`config.mk`:
```
export PLATFORM = sky130hd
export DESIGN_NAME = delay_pipe
export DESIGN_NICKNAME = d
export VERILOG_FILES = /design/src/rtl/delay_pipe_pkg.sv /design/src/rtl/delay_pipe_stage.sv /design/src/rtl/delay_pipe.sv
export SDC_FILE = /design/constraint.sdc
export NUM_CORES = 1
export LEC_CHECK = 0
export BUFFER_PORTS_ARGS = -buffer_cell sky130_fd_sc_hd__buf_2
export CORE_ASPECT_RATIO = 1.25
export CORE_MARGIN = 3
export CORE_UTILIZATION = 40
export DETAILED_ROUTE_END_ITERATION = 7
export PLACE_DENSITY = 0.66
export SLEW_MARGIN = 20
export SYNTH_ARGS = -nofsm -noshare
export SYNTH_HDL_FRONTEND = slang
export SYNTH_SLANG_ARGS = --single-unit
```
`constraint.sdc`:
```
create_clock -name clk -period 1.5 [get_ports clk]
set_input_delay 0.225 -clock clk [delete_from_list [all_inputs] [get_ports clk]]
set_output_delay 0.225 -clock clk [all_outputs]
set_load 0.02 [all_outputs]
```
`src/rtl/delay_pipe_pkg.sv`:
```
// Shared helpers for delay-line variants: tap clamping and in-flight count update.
package delay_pipe_pkg;

   // Limit a requested tap to the physical stage count.
   function automatic int unsigned clamp_sel(input int unsigned sel, input int unsigned max_sel);
      return (sel > max_sel) ? max_sel : sel;
   endfunction

   // Entry entering minus entry leaving; simultaneous enter/leave cancels.
   function automatic int unsigned pending_next(input int unsigned cur, input logic add,
                                                input logic sub);
      return cur + 32'(add) - 32'(sub);
   endfunction

endpackage

```
`src/rtl/delay_pipe_stage.sv`:
```
// One {valid, data} stage of the delay line with reset > flush > en > hold priority.
module delay_pipe_stage #(
   parameter int unsigned DW = 8
) (
   input  logic          clk,
   input  logic          reset,
   input  logic          flush,
   input  logic          en,
   input  logic          valid_i,
   input  logic [DW-1:0] data_i,
   output logic          valid_o,
   output logic [DW-1:0] data_o
);

   logic          valid_q;
   logic [DW-1:0] data_q;

   always_ff @(posedge clk) begin
      if (reset || flush) begin
         valid_q <= 1'b0;
         data_q  <= '0;
      end else if (en) begin
         valid_q <= valid_i;
         data_q  <= data_i;
      end
   end

   assign valid_o = valid_q;
   assign data_o  = data_q;

endmodule

```
`src/rtl/delay_pipe.sv`:
```
// Multi-channel stallable delay line with valid tracking, flush and a runtime-selected tap.
module delay_pipe
   import delay_pipe_pkg::*;
#(
   parameter int unsigned WIDTH     = 8,
   parameter int unsigned CHANNELS  = 1,
   parameter int unsigned MAX_DELAY = 8,
   parameter int unsigned SEL_W     = $clog2(MAX_DELAY + 1),
   parameter int unsigned CNT_W     = $clog2(MAX_DELAY + 1)
) (
   input  logic                      clk,
   input  logic                      reset,
   input  logic                      en,
   input  logic                      flush,
   input  logic [SEL_W-1:0]          delay_sel,
   input  logic                      in_valid,
   input  logic [CHANNELS*WIDTH-1:0] in_data,
   output logic                      out_valid,
   output logic [CHANNELS*WIDTH-1:0] out_data,
   output logic [CNT_W-1:0]          pending,
   output logic                      idle
);

   localparam int unsigned DW = CHANNELS * WIDTH;

   // Tap 0 is the live input (bypass); tap i is the output of stage i-1.
   logic [MAX_DELAY:0] tap_valid;
   logic [DW-1:0]      tap_data [0:MAX_DELAY];
   logic [SEL_W-1:0]   tap;
   logic [CNT_W-1:0]   pending_q;
   logic [CNT_W-1:0]   pending_d;

   assign tap_valid[0] = in_valid & en;
   assign tap_data[0]  = in_data;

   for (genvar i = 0; i < int'(MAX_DELAY); i++) begin : g_stage
      delay_pipe_stage #(.DW(DW)) u_stage (
         .clk     (clk),
         .reset   (reset),
         .flush   (flush),
         .en      (en),
         .valid_i (tap_valid[i]),
         .data_i  (tap_data[i]),
         .valid_o (tap_valid[i+1]),
         .data_o  (tap_data[i+1])
      );
   end

   assign tap       = SEL_W'(clamp_sel(32'(delay_sel), MAX_DELAY));
   assign out_valid = tap_valid[tap];
   assign out_data  = tap_data[tap];

   assign pending_d = CNT_W'(pending_next(32'(pending_q), in_valid, tap_valid[MAX_DELAY]));

   always_ff @(posedge clk) begin
      if (reset || flush) begin
         pending_q <= '0;
      end else if (en) begin
         pending_q <= pending_d;
      end
   end

   assign pending = pending_q;
   assign idle    = (pending_q == '0);

endmodule

```
==> summary.md, run 1 <==
| Metric | Value |
|---|---|
| Syn_nets | 352 |
| Cells after Synth | 329 |
| Unrepaired setup endpoints after global routing | true |
| Hold Crit Class | in -> reg |
| Die area | 9780 sq um |
| Startpoint types | flop |
| Final instance area | 4280 sq um |
| Setup tns final | -2.87 ns |
| Sequential share of the synthesized area | 44.1% |
| Routed via count | 2579 |
| Fin cells | 486 |
| ANT cells | 0 |
| DIE WIDTH | 89.1 um |
| Placer Congestion | roughly 0.75 |
| Skew final | 0.00959 ns |
| Root buffer cell | clkbuf_8 |
| Peak VDD IR | 0.497 mV |
| R2R cell count | 9 |
| IO Pins | 31 |
| Top post-synthesis cells by area | dfxtp_1 (44%), mux2i_1 (27%), nor2_1 (8.4%), mux4_2 (3.3%), a221o_1 (2.3%) |
| Final worst slack | -0.338 ns |
| Pwr Density | 941 nW/um^2 |
| Final Hold Viols | 0 |
| Final slew viol count | 0 |
| Vias in the first global route | 2518 |
| CTS buffer count | 9 |
| Clock sink count | between 70 and 80 |
| DRC viols | 0 |
| CP max stage delay | between 0.4 and 0.5 ns |
| First-pass GRT wire length | approximately 12000 um |
| Average cell area after synthesis | around 10 sq um |
| Hold path depth | 3 |
| Num rows | 37 |
| Worst slew pin tran | 0.443 ns |
| R2r setup slk | -0.09 ns |
| Unique cell type count in the Yosys netlist | 36 |
| First-pass DRT Iterations | 4 |
| Hold endpoint | g_stage[0].u_stage.data_o[1] |
| Area leader, netlist | dfxtp_1 |
| Synth Warn # | 0 |
| Largest fanout on the critical path | 2 |
| Worst reg2reg path endpoint | pending[2] |
| Max Cap Violations | 0 |
| CP required | approximately 1.3 ns |
| Gr usage total | about 16% |
| Failing checks | negative setup slack |
| Nets | approximately 400 |
| Dpl cells | 465 |
| R2R Path Start | pending[0] |
| DRT iter0 DRCs | 130 |
| Vias per cell | roughly 5.3 |
| Relative slew slack | 70.5% |
| Initial antenna violation count | 0 |
| Finished Core Util | 51.4% |
| Power, Total | 4.03 mW |
| DP Wirelength | 4840 um |
| Largest net degree at the start of global routing | 63 |
| Post-place setup slack | -0.332 ns |
| Tcrit/Tclk final | 123% |
| Critical path class | reg -> out |
| Chip height | 110 um |
| CTS tree | built |
| Layout area overhead | 24.1% |
| Fmax achieved | 544 MHz |
| Syn Std Cell Area | 3450 sq um |
| Minimum clock period | 1.84 ns |
| Remaining global-route overflow | 0 |
| Area share of the largest cell type after synthesis | 44.1% |
| Wire length per cell | 14.7 um |
| Clk buf depth | 2 |
| Initial Util | roughly two fifths |
| WP data arrival | 1.61 ns |
| WL final | 7150 um |
| Post-DP Area | 3930 sq um |
| CTS clk-pin slew, worst paths | 0.08 ns |
| Fin Hold WS | between 0.1 and 0.15 ns |
| CP max stage cell | mux4_2 |
| Status | finished, violations left |
| Worst-skew pair later-pin latency | between 0.3 and 0.4 ns |
| FF+latch count, synth | 76 |
| Final Setup Violations | 11 |
| Core area | ~8300 sq um |
| Critical path, cell by cell | mux4_2 -> a221o_1 -> buf_6 |
| Share of post-route cells with drive strength above 1 | 31.9% |
| Min-delay src | in_data[1] |
| Cts hold-fix bufs | 0 |
| Crit end category | output pin |
| H-tree level count | 3 |
| Quantity of I/O buffers inserted on ports | 30 |
| Routed Antenna Nets | 0 |
| Leak | ~1.9 nW |
[repair_timing]
item	CTS	global route
gates resized for setup	31	17
setup buffers	4	1
pin swaps	10	2
setup endpoints to repair	12	13
[layer usage]
| metal | vias to the layer above | track usage (%) | wire [um] | part of all wire, % |
|---|---|---|---|---|
| li1 | 1272 | - | - | - |
| met1 | 1267 | 18.6 | 3190 | 45 |
| met2 | 27 | 26.8 | 3590 | 50 |
| met3 | 13 | 4.05 | 207 | 2.9 |
| met4 | 0 | 7.02 | 158 | 2.2 |
| met5 | - | 0 | 0 | 0 |
[report_power, final]
group	total, mW	leakage [nW]	internal, mW	switching [mW]
logic	0.405	1.14	0.195	0.210
clock network	1.58	0.107	0.855	0.727
registers	2.04	0.622	2.03	0.0108
[registers in the layout, summed over array words and instances (netlist names)]
name and flops:
g_stage.u_stage.data_o 64, g_stage.u_stage.valid_o 8, pending 4
[cells in the mapped netlist, drive strengths merged]
cell type	n
xnor2	1
nor2b	1
a31o	1
and3b	1
mux2i	93
buf	14
a221o	8
nor2	77
inv	7
nand2b	1
nand2	2
or2	1
or2b	1
or3b	2
ha	5
and3	1
mux4	8
o22ai	8
a211oi	1
clkbuf	10
and4	1
dfxtp	76
fa	1
nand3	1
or3	1
nand3b	1
a21oi	2
a311o	1
o221ai	1
nor4	1
[cell families after synthesis]
group           share of synthesized area, %
fa+ha+maj                               2.39
buf+inv                                 4.35
mux                                     32.5
xor+xnor                               0.254
compound gates                          5.08
flops                                   44.1
simple gates                            11.3
[layout make-up]
cell class / count / area (sq um)
Fill cell: 763 / 4050
Clock buffer: 12 / 155
Inverter: 7 / 28.8
Tap cell: 97 / 121
Sequential cell: 76 / 1550
Timing Repair Buffer: 68 / 556
Multi-Input combinational cell: 222 / 1830
Clock inverter: 4 / 46.3
[worst max path at each step]
stage / startpoint / end / depth (start not counted)
2_1_floorplan: pending[0] / pending[2] / 9
3_3_place_gp: delay_sel[0] / out_data[1] / 4
4_1_cts: g_stage[6].u_stage.data_o[1] / out_data[1] / 3
6_report: g_stage[6].u_stage.data_o[1] / out_data[1] / 3
5_1_grt: g_stage[6].u_stage.data_o[1] / out_data[1] / 3
3_5_place_dp: delay_sel[0] / out_data[1] / 4
[worst max-delay path: cells and delay by family, from the launching register on]
kind | cells | cell delay, ns
AO/OA/AOI/OAI | 1 | 0.33
multiplexers | 1 | 0.46
flip-flops | 1 | 0.33
buffers and inverters | 1 | 0.14
[placed cells by master (no fill, tap or decap), drive strengths merged, types with 2 or more instances in the layout]
cell type,n
dfxtp,76
o22ai,8
nor2,77
mux2i,93
clkinv,2
buf,66
nand2,2
a21oi,2
ha,5
or3b,2
a221o,8
clkbuf,14
mux4,8
inv,8
(Power assumes the default switching activity.)
==> run 2, diff against run 1 <==
CORE_MARGIN = unset   (was 3)
==> run 2 against run 1 <==
  * The run still ends with negative setup slack left
  * Sequential power is essentially flat
  * Design area shrank 1.3%
  * Utilization shrank 0.39 points
  * Via count shrank 1.6%
==> summary.md, run 2 (synthesis results as in run 1) <==
| Metric | Value |
|---|---|
| Peak VDD IR | between 0.3 and 0.4 mV |
| Unrepaired setup endpoints after global routing | true |
| Die area | roughly 9000 sq um |
| Startpoint types | flop |
| Vias in the first global route | 2561 |
| H-tree level count | 3 |
| CP required | 1.27 ns |
| Minimum clock period | between 1.5 and 2 ns |
| Sequential cell area | about 1500 sq um |
| Wire length per cell | 14.9 um |
| Nets | 409 |
| Crit end category | output pin |
| First-pass GRT wire length | ~12000 um |
| Routed Antenna Nets | 0 |
| Gr usage total | 17.5% |
| Initial antenna violation count | 0 |
| R2r setup slk | -0.05 ns |
| Num rows | 37 |
| Number of flip-flops under the largest register name | 64 |
| CP max stage delay | between 0.4 and 0.5 ns |
| Root buffer cell | clkbuf_8 |
| First-pass DRT Iterations | 4 |
| Leak | approximately 1.8 nW |
| Most common cell after layout, fill and taps aside | mux2i_1 |
| Failing checks | negative setup slack |
| IO Pins | 31 |
| Worst-skew pair later-pin latency | 0.35 ns |
| WP data arrival | about 1.6 ns |
| CTS buffer count | 9 |
| Status | finished, violations left |
| Placer Congestion | about 0.71 |
| Clk buf depth | 2 |
| Max Cap Violations | 0 |
| DP Wirelength | 4950 um |
| Core area | between 8000 and 9000 sq um |
| Final Hold Viols | 0 |
| Share of post-route cells with drive strength above 1 | between 30 and 40% |
| Fmax achieved | between 500 and 600 MHz |
| Vias per cell | ~5.2 |
| # fillers | 770 |
| Hold Crit Class | in -> reg |
| Setup tns final | -2.88 ns |
| Dpl cells | roughly 470 |
| Remaining global-route overflow | 0 |
| Quantity of I/O buffers inserted on ports | 30 |
| Chip height | between 100 and 150 um |
| Tcrit/Tclk final | 124% |
| Final instance area | 4220 sq um |
| Multi-input gate area | 1820 sq um |
| Initial Util | between 40% and 50% |
| Skew final | 0.00380 ns |
| ANT cells | 0 |
| Most frequent cells in the layout | mux2i_1 (93), nor2_1 (77), dfxtp_1 (62) |
| Clock sink count | 76 |
| CP max stage cell | mux4_2 |
| Critical path, cell by cell | mux4_2 -> a221o_1 -> buf_6 |
| Layout area overhead | 22.5% |
| DIE WIDTH | 85.1 um |
| CTS tree | built |
| Largest fanout on the critical path | 3 |
| Relative slew slack | 63.7% |
| Routed via count | 2538 |
| Pwr Density | 919 nW/um^2 |
| CTS clk-pin slew, worst paths | 0.07 ns |
| Critical path class | reg -> out |
| DRT iter0 DRCs | 95 |
| Fin Hold WS | 0.138 ns |
| WL final | 7270 um |
| DRC viols | 0 |
| Largest net degree at the start of global routing | 80 |
| Fin cells | between 400 and 500 |
| Post-DP Area | 3940 sq um |
| Final Setup Violations | 11 |
| Worst slew pin tran | 0.545 ns |
| Final slew viol count | 0 |
| Final worst slack | -0.360 ns |
run 2: timing repair:
| action | 4_1_cts | 5_1_grt |
|---|---|---|
| setup buffers | 3 | 0 |
| setup endpoints to repair | 12 | 13 |
| resized for setup | 30 | 11 |
| hold buffers | 0 | 0 |
| pin swaps | 8 | 1 |
run 2: power breakdown:
| part | internal [mW] | switching, mW |
|---|---|---|
| clock network | 0.738 | 0.701 |
| logic | 0.191 | 0.212 |
| registers | 2.03 | 0.0106 |
| total | 2.96 | 0.924 |
run 2: metal layers:
metal / track usage [%] / wire length [um]
met1: 20.8 / 3280
met2: 29.2 / 3680
met3: 4.86 / 152
met4: 7.51 / 153
met5: 0 / 0
run 2: layout make-up:
type                       count  share of cell area [%]
sequential                    76                    36.5
multi-input combinational    222                    43.0
timing repair buffer          70                    12.7
clock buffer                  14                    4.12
clock inverter                 1                   0.118
tap                           97                    2.87
inverter                       7                   0.681
run 2: worst paths after layout:
check	startpoint	endpoint	cells after the start
worst max-delay path	g_stage[2].u_stage.data_o[5]	out_data[5]	3
worst min-delay path	in_data[2]	g_stage[0].u_stage.data_o[2]	3
worst min register to register	pending[3]	pending[3]	2
worst max register to register	pending[0]	pending[2]	9
run 2: through the flow:
stage	utilization, %	power, mW	setup WS (ns)
after global routing	51.0	4.07	-0.406
after CTS	50.7	3.94	-0.382
after detailed placement	47.5	2.47	-0.293
after floorplan	-	2.35	-0.0863
final	51.0	3.88	-0.360
after global placement	47.5	2.46	-0.287
run 2: critical path: cells and delay by family, from the launching register on:
family,cells,cell delay [ns]
compound gates,1,0.35
buf+inv,1,0.15
flops,1,0.33
mux,1,0.47
==> run 3, diff against run 2 <==
CTS_BUF_LIST = sky130_fd_sc_hd__clkbuf_8 sky130_fd_sc_hd__clkbuf_16   (was unset)
GPL_TIMING_DRIVEN = 0   (was unset)
RECOVER_POWER = 25   (was unset)
==> run 3 against run 2 <==
  * The flow still finishes with violations (negative setup slack)
  * First-iteration DRC count grew 52%
  * Combinational power shrank 2%
  * Cell count shrank 2.1%
  * Sequential share of layout area grew 1.1 points
  * Clock power grew 14%
  * Largest cell class unchanged
  * Critical path depth is the same
  * Critical path type unchanged
==> summary.md, run 3 (synthesis results as in run 1) <==
| Metric | Value |
|---|---|
| Clock sink count | 76 |
| Vias per cell | 5.30 |
| Final Setup Violations | 11 |
| Unrepaired setup endpoints after global routing | true |
| Initial antenna violation count | 0 |
| CTS tree | built |
| Gr usage total | 19.4% |
| Sequential cell area | ~1600 sq um |
| # fillers | 770 |
| Number of flip-flops under the largest register name | 64 |
| Pwr Density | just under 1000 nW/um^2 |
| Chip height | 106 um |
| Worst slew pin tran | 0.881 ns |
| WL final | 8050 um |
| Largest net degree at the start of global routing | 13 |
| Max Cap Violations | 0 |
| Post-place setup slack | -0.387 ns |
| Fin cells | roughly 480 |
| CP required | 1.27 ns |
| Cts hold-fix bufs | 0 |
| Clk buf depth | 2 |
| Initial Util | 41.6% |
| Peak VDD IR | 0.445 mV |
| Hold Crit Class | in -> reg |
| Placer Congestion | ~0.77 |
| Multi-input gate area | 1820 sq um |
| Routed via count | 2528 |
| Status | finished, violations left |
| Relative slew slack | between 40% and 50% |
| Remaining global-route overflow | 0 |
| Crit end category | output pin |
| Post-DP Area | 3750 sq um |
| First-pass DRT Iterations | 4 |
| Most common cell after layout, fill and taps aside | mux2i_1 |
| Critical path launch point | g_stage[2].u_stage.data_o[0] |
| Final slew viol count | 0 |
| Routed Antenna Nets | 0 |
| Final Hold Viols | 0 |
| Quantity of I/O buffers inserted on ports | 27 |
| WP data arrival | 1.64 ns |
| CTS buffer count | 9 |
| Vias in the first global route | between 2k and 3k |
| R2R Path Start | pending[0] |
| Minimum clock period | about 1.9 ns |
| DP Wirelength | 5680 um |
| Skew final | 0.0106 ns |
| Dpl cells | approximately 450 |
| Core area | 8290 sq um |
| Die area | around 9000 sq um |
| Layout area overhead | 20.0% |
| DIE WIDTH | 85.1 um |
| Num rows | 37 |
| CTS clk-pin slew, worst paths | 0.07 ns |
| H-tree level count | 3 |
| Nets | 399 |
| Final instance area | 4140 sq um |
| First-pass GRT wire length | 13000 um |
| Leak | 1.77 nW |
| Worst-skew pair later-pin latency | 0.35 ns |
| Min-delay src | in_data[5] |
| Failing checks | negative setup slack |
| Tcrit/Tclk final | 124% |
| Largest fanout on the critical path | 2 |
| Most frequent cells in the layout | mux2i_1 (93), nor2_1 (77), dfxtp_1 (52) |
| Share of post-route cells with drive strength above 1 | 29.2% |
| ANT cells | 0 |
| DRT iter0 DRCs | 144 |
| Root buffer cell | clkbuf_8 |
| Fmax achieved | 537 MHz |
| DRC viols | 0 |
| Critical path class | reg -> out |
| Startpoint types | flop |
| Wire length per cell | 16.9 um |
| Final worst slack | -0.364 ns |
| IO Pins | 31 |
[run 3: worst paths after layout]
path	end	slack [ns]	depth (start not counted)
min reg2reg	g_stage[2].u_stage.data_o[4]	0.50	2
max	out_data[0]	-0.36	3
min	g_stage[0].u_stage.data_o[5]	0.13	3
max reg2reg	pending[2]	-0.10	9
[run 3: metrics by stage]
step	hold slack, ns	util, %	setup TNS (ns)	total power [mW]
floorplan	0.372	-	-0.182	2.35
finish	0.129	49.9	-3.05	4.08
CTS	0.120	49.5	-3.18	4.10
global placement	0.479	45.3	-13.88	2.45
global route	0.147	49.9	-5.02	4.23
detailed placement	0.481	45.3	-14.79	2.46
[run 3: layout make-up]
cell class / instances / share of cell area [%]
Buffer: 24 / 3.39
Clock buffer: 12 / 3.99
Clock inverter: 3 / 1.06
Inverter: 7 / 0.695
Multi-Input combinational cell: 222 / 44.0
Sequential cell: 76 / 37.5
Tap cell: 97 / 2.93
Timing Repair Buffer: 36 / 6.41
[run 3: metal layers]
metal	GRT usage, %	part of all wire (%)
met1	22.9	45
met2	34.1	51
met3	4.46	3.1
met4	6.66	0.97
met5	0	0
[run 3: worst max-delay path: stages, from the launching register on]
cell and delay, ns:
dfxtp_2 0.33, mux4_2 0.48, a221o_1 0.34, buf_6 0.14
[run 3: repair_timing]
action | in CTS | in global routing
endpoints found under the setup margin | 12 | 53
pin swaps | 9 | 2
gates resized for setup | 41 | 16
buffers inserted | 8 | 1
[run 3: power breakdown]
group	internal (mW)	switching (mW)
clock	0.900	0.744
sequential	2.03	0.0110
combinational	0.172	0.225
total	3.10	0.980
